--- src/rtl/alu_issue_stage.sv ---
// RV32I decode/issue stage producing ALU op/operand slots behind a
// valid/ready handshake with an output register and one skid entry.
module alu_issue_stage #(
  parameter int unsigned XLEN       = 32,
  parameter logic [3:0]  ILLEGAL_OP = 4'b0011
) (
  input  logic            clk,
  input  logic            rst_n,
  input  logic            flush,
  input  logic            in_valid,
  output logic            in_ready,
  input  logic [XLEN-1:0] in_instr,
  input  logic [XLEN-1:0] in_pc,
  output logic [4:0]      rs1_addr,
  output logic [4:0]      rs2_addr,
  input  logic [XLEN-1:0] rs1_data,
  input  logic [XLEN-1:0] rs2_data,
  output logic            out_valid,
  input  logic            out_ready,
  output logic [3:0]      Alu_op,
  output logic [XLEN-1:0] data_01,
  output logic [XLEN-1:0] data_02,
  output logic [4:0]      rd,
  output logic            reg_write,
  output logic            illegal,
  output logic [XLEN-1:0] out_pc
);

  typedef enum logic [3:0] {
    OP_SLL  = 4'b0000,
    OP_SRL  = 4'b0001,
    OP_SRA  = 4'b0010,
    OP_ADD  = 4'b0011,
    OP_SUB  = 4'b0100,
    OP_OR   = 4'b0101,
    OP_AND  = 4'b0110,
    OP_XOR  = 4'b0111,
    OP_SLT  = 4'b1000,
    OP_SLTU = 4'b1001,
    OP_LUI  = 4'b1010
  } alu_op_e;

  typedef struct packed {
    logic [3:0]      alu_op;
    logic [XLEN-1:0] d1;
    logic [XLEN-1:0] d2;
    logic [4:0]      rd;
    logic            rw;
    logic            ill;
    logic [XLEN-1:0] pc;
  } slot_t;

  localparam logic [6:0] OPC_OP    = 7'b0110011;
  localparam logic [6:0] OPC_OPIMM = 7'b0010011;
  localparam logic [6:0] OPC_LUI   = 7'b0110111;
  localparam logic [6:0] OPC_AUIPC = 7'b0010111;
  localparam logic [6:0] F7_ZERO   = 7'b0000000;
  localparam logic [6:0] F7_ALT    = 7'b0100000;

  function automatic alu_op_e f3_to_op(input logic [2:0] f3, input logic alt);
    alu_op_e op;
    unique case (f3)
      3'b000:  op = alt ? OP_SUB : OP_ADD;
      3'b001:  op = OP_SLL;
      3'b010:  op = OP_SLT;
      3'b011:  op = OP_SLTU;
      3'b100:  op = OP_XOR;
      3'b101:  op = alt ? OP_SRA : OP_SRL;
      3'b110:  op = OP_OR;
      default: op = OP_AND;
    endcase
    return op;
  endfunction

  logic [6:0]      w_opc;
  logic [2:0]      w_f3;
  logic [6:0]      w_f7;
  logic [XLEN-1:0] w_imm_i;
  logic [XLEN-1:0] w_imm_u;
  logic [XLEN-1:0] w_shamt;
  logic            w_legal;
  alu_op_e         w_op;
  logic [XLEN-1:0] w_d1;
  logic [XLEN-1:0] w_d2;
  slot_t           w_dec;

  assign w_opc    = in_instr[6:0];
  assign w_f3     = in_instr[14:12];
  assign w_f7     = in_instr[31:25];
  assign w_imm_i  = {{20{in_instr[31]}}, in_instr[31:20]};
  assign w_imm_u  = {in_instr[31:12], 12'b0};
  assign w_shamt  = {27'b0, in_instr[24:20]};
  assign rs1_addr = in_instr[19:15];
  assign rs2_addr = in_instr[24:20];

  always_comb begin
    w_legal = 1'b0;
    w_op    = OP_ADD;
    w_d1    = '0;
    w_d2    = '0;
    unique case (w_opc)
      OPC_OP: begin
        w_legal = (w_f7 == F7_ZERO) ||
                  ((w_f7 == F7_ALT) && ((w_f3 == 3'b000) || (w_f3 == 3'b101)));
        w_op    = f3_to_op(w_f3, w_f7[5]);
        w_d1    = rs1_data;
        w_d2    = rs2_data;
      end
      OPC_OPIMM: begin
        w_d1 = rs1_data;
        if (w_f3 == 3'b001) begin
          w_legal = (w_f7 == F7_ZERO);
          w_op    = OP_SLL;
          w_d2    = w_shamt;
        end else if (w_f3 == 3'b101) begin
          w_legal = (w_f7 == F7_ZERO) || (w_f7 == F7_ALT);
          w_op    = w_f7[5] ? OP_SRA : OP_SRL;
          w_d2    = w_shamt;
        end else begin
          // funct3 000 is ADDI regardless of imm bit 30
          w_legal = 1'b1;
          w_op    = f3_to_op(w_f3, 1'b0);
          w_d2    = w_imm_i;
        end
      end
      OPC_LUI: begin
        w_legal = 1'b1;
        w_op    = OP_LUI;
        w_d2    = w_imm_u;
      end
      OPC_AUIPC: begin
        w_legal = 1'b1;
        w_op    = OP_ADD;
        w_d1    = in_pc;
        w_d2    = w_imm_u;
      end
      default: w_legal = 1'b0;
    endcase
  end

  always_comb begin
    w_dec     = '0;
    w_dec.rd  = in_instr[11:7];
    w_dec.pc  = in_pc;
    w_dec.ill = !w_legal;
    if (w_legal) begin
      w_dec.alu_op = w_op;
      w_dec.d1     = w_d1;
      w_dec.d2     = w_d2;
      w_dec.rw     = (in_instr[11:7] != 5'd0);
    end else begin
      w_dec.alu_op = ILLEGAL_OP;
    end
  end

  slot_t r_out;
  slot_t r_skid;
  logic  r_out_valid;
  logic  r_skid_valid;
  logic  w_accept;
  logic  w_out_free;

  assign w_accept   = in_valid && !r_skid_valid;
  assign w_out_free = !r_out_valid || out_ready;

  // When the output frees up, a held skid entry takes priority; in_ready is
  // low in that cycle so no new accept can compete with it.
  always_ff @(posedge clk or negedge rst_n) begin
    if (!rst_n) begin
      r_out        <= '0;
      r_out.alu_op <= OP_ADD;
      r_skid       <= '0;
      r_out_valid  <= 1'b0;
      r_skid_valid <= 1'b0;
    end else if (flush) begin
      r_out_valid  <= 1'b0;
      r_skid_valid <= 1'b0;
    end else if (w_out_free) begin
      if (r_skid_valid) begin
        r_out        <= r_skid;
        r_out_valid  <= 1'b1;
        r_skid_valid <= 1'b0;
      end else if (w_accept) begin
        r_out       <= w_dec;
        r_out_valid <= 1'b1;
      end else begin
        r_out_valid <= 1'b0;
      end
    end else if (w_accept) begin
      r_skid       <= w_dec;
      r_skid_valid <= 1'b1;
    end
  end

  assign in_ready  = !r_skid_valid;
  assign out_valid = r_out_valid;
  assign Alu_op    = r_out.alu_op;
  assign data_01   = r_out.d1;
  assign data_02   = r_out.d2;
  assign rd        = r_out.rd;
  assign reg_write = r_out.rw;
  assign illegal   = r_out.ill;
  assign out_pc    = r_out.pc;

endmodule

--- config.mk ---
export PLATFORM = sky130hd
export DESIGN_NAME = alu_issue_stage
export DESIGN_NICKNAME = d
export VERILOG_FILES = /design/src/rtl/alu_issue_stage.sv
export SDC_FILE = /design/constraint.sdc
export NUM_CORES = 1
export LEC_CHECK = 0
export CAP_MARGIN = 20
export CORE_ASPECT_RATIO = 1.5
export CORE_UTILIZATION = 40
export CTS_BUF_LIST = sky130_fd_sc_hd__clkbuf_2 sky130_fd_sc_hd__clkbuf_4 sky130_fd_sc_hd__clkbuf_8
export DETAILED_ROUTE_END_ITERATION = 12
export PLACE_DENSITY = 0.69
export SYNTH_ARGS = -nofsm -noshare
export SYNTH_HDL_FRONTEND = slang
export SYNTH_SLANG_ARGS = --single-unit
--- constraint.sdc ---
create_clock -name clk -period 4.96 [get_ports clk]
set_input_delay 1.24 -clock clk [delete_from_list [all_inputs] [get_ports clk]]
set_output_delay 1.24 -clock clk [all_outputs]
set_load 0.005 [all_outputs]
# Word-level counts from Yosys, hierarchy flattened
# Index checks and enable logic that the tools add are counted.
# classes
addsub,0
n_mul,0
n_div,0
n_lt_le_gt_ge,0
n_eq_ne,11
shift,0
mux,26
bitwise,2
reduce_logical,19
# ops
operator,count
$mux W107,2
$pmux W32 S3,1
$mux W32,2
$mux W64,1
$pmux W32 S2,1
$pmux W4 S7,1
$eq A7 B6 Y1 const B,3
$pmux W4 S5,1
$eq A7 B5 Y1 const B,2
$mux W4,3
$pmux W4 S3,1
$mux W1,10
$eq A3 B3 Y1 const B,3
$logic_not A7 Y1,1
$eq A3 B2 Y1 const B,2
$reduce_and A3 Y1,2
$reduce_bool A5 Y1,1
$logic_or A1 B1 Y1,4
$reduce_bool A2 Y1,2
$reduce_or A2 Y1,2
$eq A3 B1 Y1 const B,1
$logic_not A1 Y1,3
$logic_not A3 Y1,1
$mux W3,1
other kinds (5),7
# totals
register_bits,216
latchBits,0
mem_bits_rw,0
romBits,0
in_bits,133
out_inout_bits,119
word_cells,74
n_memories,0

# Depth between registers and ports, before layout
# depth
ltp_word,8
ltp_mapped,8
ltp_nobuf,5

# Worst setup path after synthesis
# OpenSTA, ideal clock, no wires.
# synth_path
kind,input to register
start,input port in_instr[13]
end,register r_skid[58] in the netlist's numbering
setup_ns,0.135
arrival_ns,2.672
required_time_ns,4.825
setup_slack_ns,2.153
stages,7
n_path_buf,2
path_cell_list,clkbuf_1 nand2b_1 and3_1 nor2_1 clkbuf_1 a21o_1 o31ai_1
# synth_between
elab_chain_len,6
word_cells_on_any_way,13
classes_between,2 x eq/ne; 7 x mux; 4 x reduce/logical
# synth_rtl
element,line,text
from (decl),12,"input logic [XLEN-1:0] in_instr,"
$eq A3 B3 Y1 / $logic_not A3 Y1 (equally long branches),"104, 115",
$logic_or A1 B1 Y1,104,((w_f7 == F7_ALT) && ((w_f3 == 3'b000) || (w_f3 == 3'b101)));
$logic_and A1 B1 Y1,104,
$logic_or A1 B1 Y1,103,w_legal = (w_f7 == F7_ZERO) ||
$pmux W1 S3,101,unique case (w_opc)
$mux W64 *,146,if (w_legal) begin
to (signal assigned),190,r_skid <= w_dec;
to (decl),157,slot_t r_skid;
# Mark *: on every way between the ends. The rest lies on a longest branch, timed or not.
# A chain may end at the register's enable or synchronous reset.

# Worst setup path after layout
# layout_path
start,register r_skid_valid
end,output port in_ready
# layout_between
elab_chain_len,1
# layout_rtl
element,line,text
from (decl),159,logic r_skid_valid;
from (signal assigned),174,r_skid_valid <= 1'b0;
from (signal assigned),177,r_skid_valid <= 1'b0;
from (signal assigned),182,r_skid_valid <= 1'b0;
$logic_not A1 Y1,195,assign in_ready = !r_skid_valid;
to (decl),11,"output logic in_ready,"
# No other way between the ends.

==> impl_table.tex <==
\begin{tabular}{lr}
\hline
Metric & Value \\
\hline
\multicolumn{2}{l}{\textbf{Synthesis}} \\
Share of flip-flops with an asynchronous set or reset & 100\% \\
Flip-flop and latch count after synthesis & about 220 \\
Synthesized netlist net count & around 1300 \\
Synthesized instance count & around 1100 \\
Largest family of logic cells by synthesized area & compound AO/OA/AOI/OAI gates \\
Mux share of post-synthesis cell area & roughly 4.1\% \\
Top cells by area in the synthesized netlist & sky130\_fd\_sc\_hd\_\_dfrtp\_1, sky130\_fd\_sc\_hd\_\_nand2\_1, sky130\_fd\_sc\_hd\_\_o21ai\_0 \\
Share of synthesized cell area in full adder, half adder and majority cells & 0\% \\
Warning count from the yosys run & 0 \\
Fraction of the mapped netlist area in compound gates & between 20 and 25\% \\
Largest area contributor in the netlist & sky130\_fd\_sc\_hd\_\_dfrtp\_1 \\
Simple-gate area share of the yosys netlist & 16.9\% \\
Post-Synthesis Cell Area & about 10000 um\^{}2 \\
Cell with the most instances after synthesis & sky130\_fd\_sc\_hd\_\_nand2\_1 \\
Number of synthesized flops with an enable pin & 0 \\
Post-synthesis share of cell area spent on xor and xnor gates & 0\% \\
Top cells by instance count after synthesis & sky130\_fd\_sc\_hd\_\_nand2\_1, sky130\_fd\_sc\_hd\_\_dfrtp\_1, sky130\_fd\_sc\_hd\_\_o21ai\_0 \\
Most used flip-flop cell after synthesis & sky130\_fd\_sc\_hd\_\_dfrtp\_1 \\
Count of different cell masters after synthesis & 50 \\
Syn Area/Cell & slightly above 9 um\^{}2 \\
Fraction of post-synthesis cell area in the top cell type by area & about half \\
Share of the yosys chip area belonging to registers & about half \\
\multicolumn{2}{l}{\textbf{Outcome}} \\
Status & finished, final reports clean \\
\multicolumn{2}{l}{\textbf{CTS}} \\
Number of buffers added to fix hold violations after cts & 0 \\
TritonCTS clock tree & yes \\
Number of clock buffers inserted by TritonCTS & 36 \\
Clock tree buffer depth & 3 \\
Clock-pin slew on the worst setup and hold paths & $\sim$0.060 ns \\
Post-CTS Setup Repair Bufs & 0 \\
Clock tree root driver cell & sky130\_fd\_sc\_hd\_\_clkbuf\_8 \\
Worst-Skew Late Latency & between 0.5 and 0.6 ns \\
Number of H-tree levels & 2 \\
Sinks on Clock Net & 216 \\
Post-cts repair resize count & 0 \\
\multicolumn{2}{l}{\textbf{Layout}} \\
Final Non-Filler Cells & around 1700 \\
Fraction of final layout cells with drive strength greater than 1 & about a tenth \\
Number of nets in the layout & 1475 \\
Total inserted antenna cells & 0 \\
Fill cell total of the finished layout & 2425 \\
Total area of multi-input combinational cells & 4540 um\^{}2 \\
Area growth syn-to-layout & 32.0\% \\
Post-layout instance area & 13800 um\^{}2 \\
Area taken by flip-flops and latches & 5410 um\^{}2 \\
Post-layout utilization of the core & between 50\% and 60\% \\
\multicolumn{2}{l}{\textbf{Placement}} \\
Placer congestion estimate & between 0.8 and 0.9 \\
Pre-CTS setup slack & around 1.1 ns \\
Post-detailed-placement half-perimeter wirelength & $\sim$20000 um \\
PortBufs & around 250 \\
Area after detailed placement & around 13000 um\^{}2 \\
Number of placed instances, taps included & 1637 \\
\multicolumn{2}{l}{\textbf{Timing}} \\
Final Cycle Share & $\sim$75\% \\
Slew margin rel. & between 30 and 40\% \\
Number of setup violations in the final report & 0 \\
PnR worst setup slack & 1.22 ns \\
Min Clock Period, post-route & about 3.7 ns \\
Final setup skew & around 0.036 ns \\
Final hold violation count & 0 \\
RSZ-0062 raised after global routing & false \\
Achievable frequency & approximately 270 MHz \\
Max Transition Viols Final & 0 \\
Total negative setup slack & 0 ns \\
Min Hold Slack & $\sim$0.47 ns \\
Slew at the pin closest to its max-slew limit & 0.984 ns \\
\multicolumn{2}{l}{\textbf{Drt}} \\
Remaining number of nets flagged by the antenna check after routing & 0 \\
Number of design-rule violations left by the first detailed-router iteration & between 500 and 600 \\
Post-detailed-route wirelength per cell & 18.3 um \\
Routed wire length & approximately 31000 um \\
Number of vias per cell after detailed routing & about 5.3 \\
First drt pass iteration count & 5 \\
DRC Markers & 0 \\
Detailed-route via count & about 9000 \\
\multicolumn{2}{l}{\textbf{Power and ir drop}} \\
Internal portion of total power & between 3 and 4 mW \\
Worst ir drop on vdd & 0.182 mV \\
Fraction of power consumed by sequential logic & 46.1\% \\
Share of total power in combinational logic & between 10\% and 20\% \\
Share of total power consumed by net switching & 27.0\% \\
Switching Power & 1.22 mW \\
Clock share of power & between 30 and 40\% \\
Overall power of the completed layout & around 4.5 mW \\
Pwr dens & around 330 nW/um\^{}2 \\
Leakage power & between 5 and 6 nW \\
\multicolumn{2}{l}{\textbf{Global route}} \\
Vias in the first global route & between 9000 and 10000 \\
Global Route Usage Sum & roughly a quarter \\
Gr ovfl total & 0 \\
Number of antenna violations at the first check in global routing & 0 \\
Maximum number of pins on one net before global-route repair & 123 \\
Wire length of the first global-routing pass & between 40000 and 50000 um \\
\multicolumn{2}{l}{\textbf{Die}} \\
X dimension of the die & approximately 130 um \\
IO Pins & $\sim$250 \\
Starting density of the core & 40.7\% \\
Core footprint & 25700 um\^{}2 \\
Die area & 26800 um\^{}2 \\
Site Rows & slightly above 70 \\
Die Ht & 200 um \\
\multicolumn{2}{l}{\textbf{Hold path}} \\
Hold path startpoint & r\_skid[98] \\
Number of instances on the worst hold path & 2 \\
Endpoint, Worst Hold & r\_skid[98] \\
Min-delay worst type & reg -> reg \\
\multicolumn{2}{l}{\textbf{Setup path}} \\
Beginning of the worst register-to-register path & r\_skid\_valid \\
Worst reg-to-reg setup slack & approximately 1.8 ns \\
End of the worst register-to-register path & data\_01[31] \\
Category of the worst setup path capture point & output pin \\
Critical path data required time & approximately 3.7 ns \\
R2R cell count & 4 \\
Startpoint type of the worst setup path & flip-flop \\
Worst Path Class, Setup & reg -> out \\
Worst path arrival time & approximately 2.5 ns \\
CP startpoint & r\_skid\_valid \\
Crit-path max FO & just over 50 \\
\multicolumn{2}{l}{\textbf{Job}} \\
Number of maximum-capacitance violations & 0 \\
\hline
\end{tabular}
-- power groups by stage --
stage / Sequential, mW / Clock [mW] / Combinational [mW]
3_5_place_dp: 2.10 / 0 / 0.830
5_1_grt: 2.09 / 1.72 / 0.906
4_1_cts: 2.07 / 1.65 / 0.834
6_report: 2.07 / 1.61 / 0.820
3_3_place_gp: 2.10 / 0 / 0.817
2_1_floorplan: 2.09 / 0 / 0.318
-- sequential cells by signal (all words and copies together), names as in the netlist --
register / count
out_valid: 1
out_pc: 32
r_skid: 107
data_01: 32
illegal: 1
r_skid_valid: 1
reg_write: 1
rd: 5
data_02: 32
Alu_op: 4
-- final cells by class --
type / count / share of cell area (%)
Clock buffer: 55 / 4.99
Clock inverter: 7 / 0.281
Inverter: 12 / 0.327
Multi-Input combinational cell: 811 / 32.9
Sequential cell: 216 / 39.3
Tap cell: 333 / 3.02
Timing Repair Buffer: 265 / 19.2
-- worst max-delay path, stage by stage (launching register included) --
cell and delay, ns:
sky130_fd_sc_hd__dfrtp_4 0.91, sky130_fd_sc_hd__clkinv_1 0.48, sky130_fd_sc_hd__clkdlybuf4s50_1 0.58
-- cells by family (layout without fill, tap and decap cells) --
group,after synthesis,in the layout
multiplexers,43,43
flip-flops,216,216
AND/OR/NAND/NOR,436,436
buffers and inverters,120,339
AO/OA/AOI/OAI,332,332
-- worst max-delay path by stage --
stage | end | slack, ns
after floorplan | r_skid[58] | 2.15
after global placement | Alu_op[0] | 1.12
after detailed placement | data_02[31] | 1.12
after CTS | in_ready | 1.19
after global routing | in_ready | 1.10
final | in_ready | 1.22
-- routing by layer --
layer / global-route usage [%] / wire (um)
met1: 28.4 / 12700
met2: 40.8 / 15700
met3: 4.72 / 1920
met4: 8.00 / 780
met5: 0 / 0
-- cell usage in the layout, fill, tap and decap left out, drive strengths merged, types with 2 or more instances in the layout --
master,netlist,final
clkbuf,77,55
or4,2,2
clkdlybuf4s50,0,249
o41ai,7,7
a21oi,25,25
or3,3,3
and3,15,15
inv,11,12
nor3,9,9
nor2,12,12
nor2b,4,4
a21o,11,11
o22a,2,2
nand3,3,3
mux2i,42,42
dfrtp,214,214
o31ai,72,72
buf,31,16
nand2,379,379
nor4,2,2
clkinv,1,7
a22o,31,31
a31oi,5,5
dfstp,2,2
a221o,9,9
nand2b,3,3
o21ai,158,158
Power figures use the tool's default switching activity.
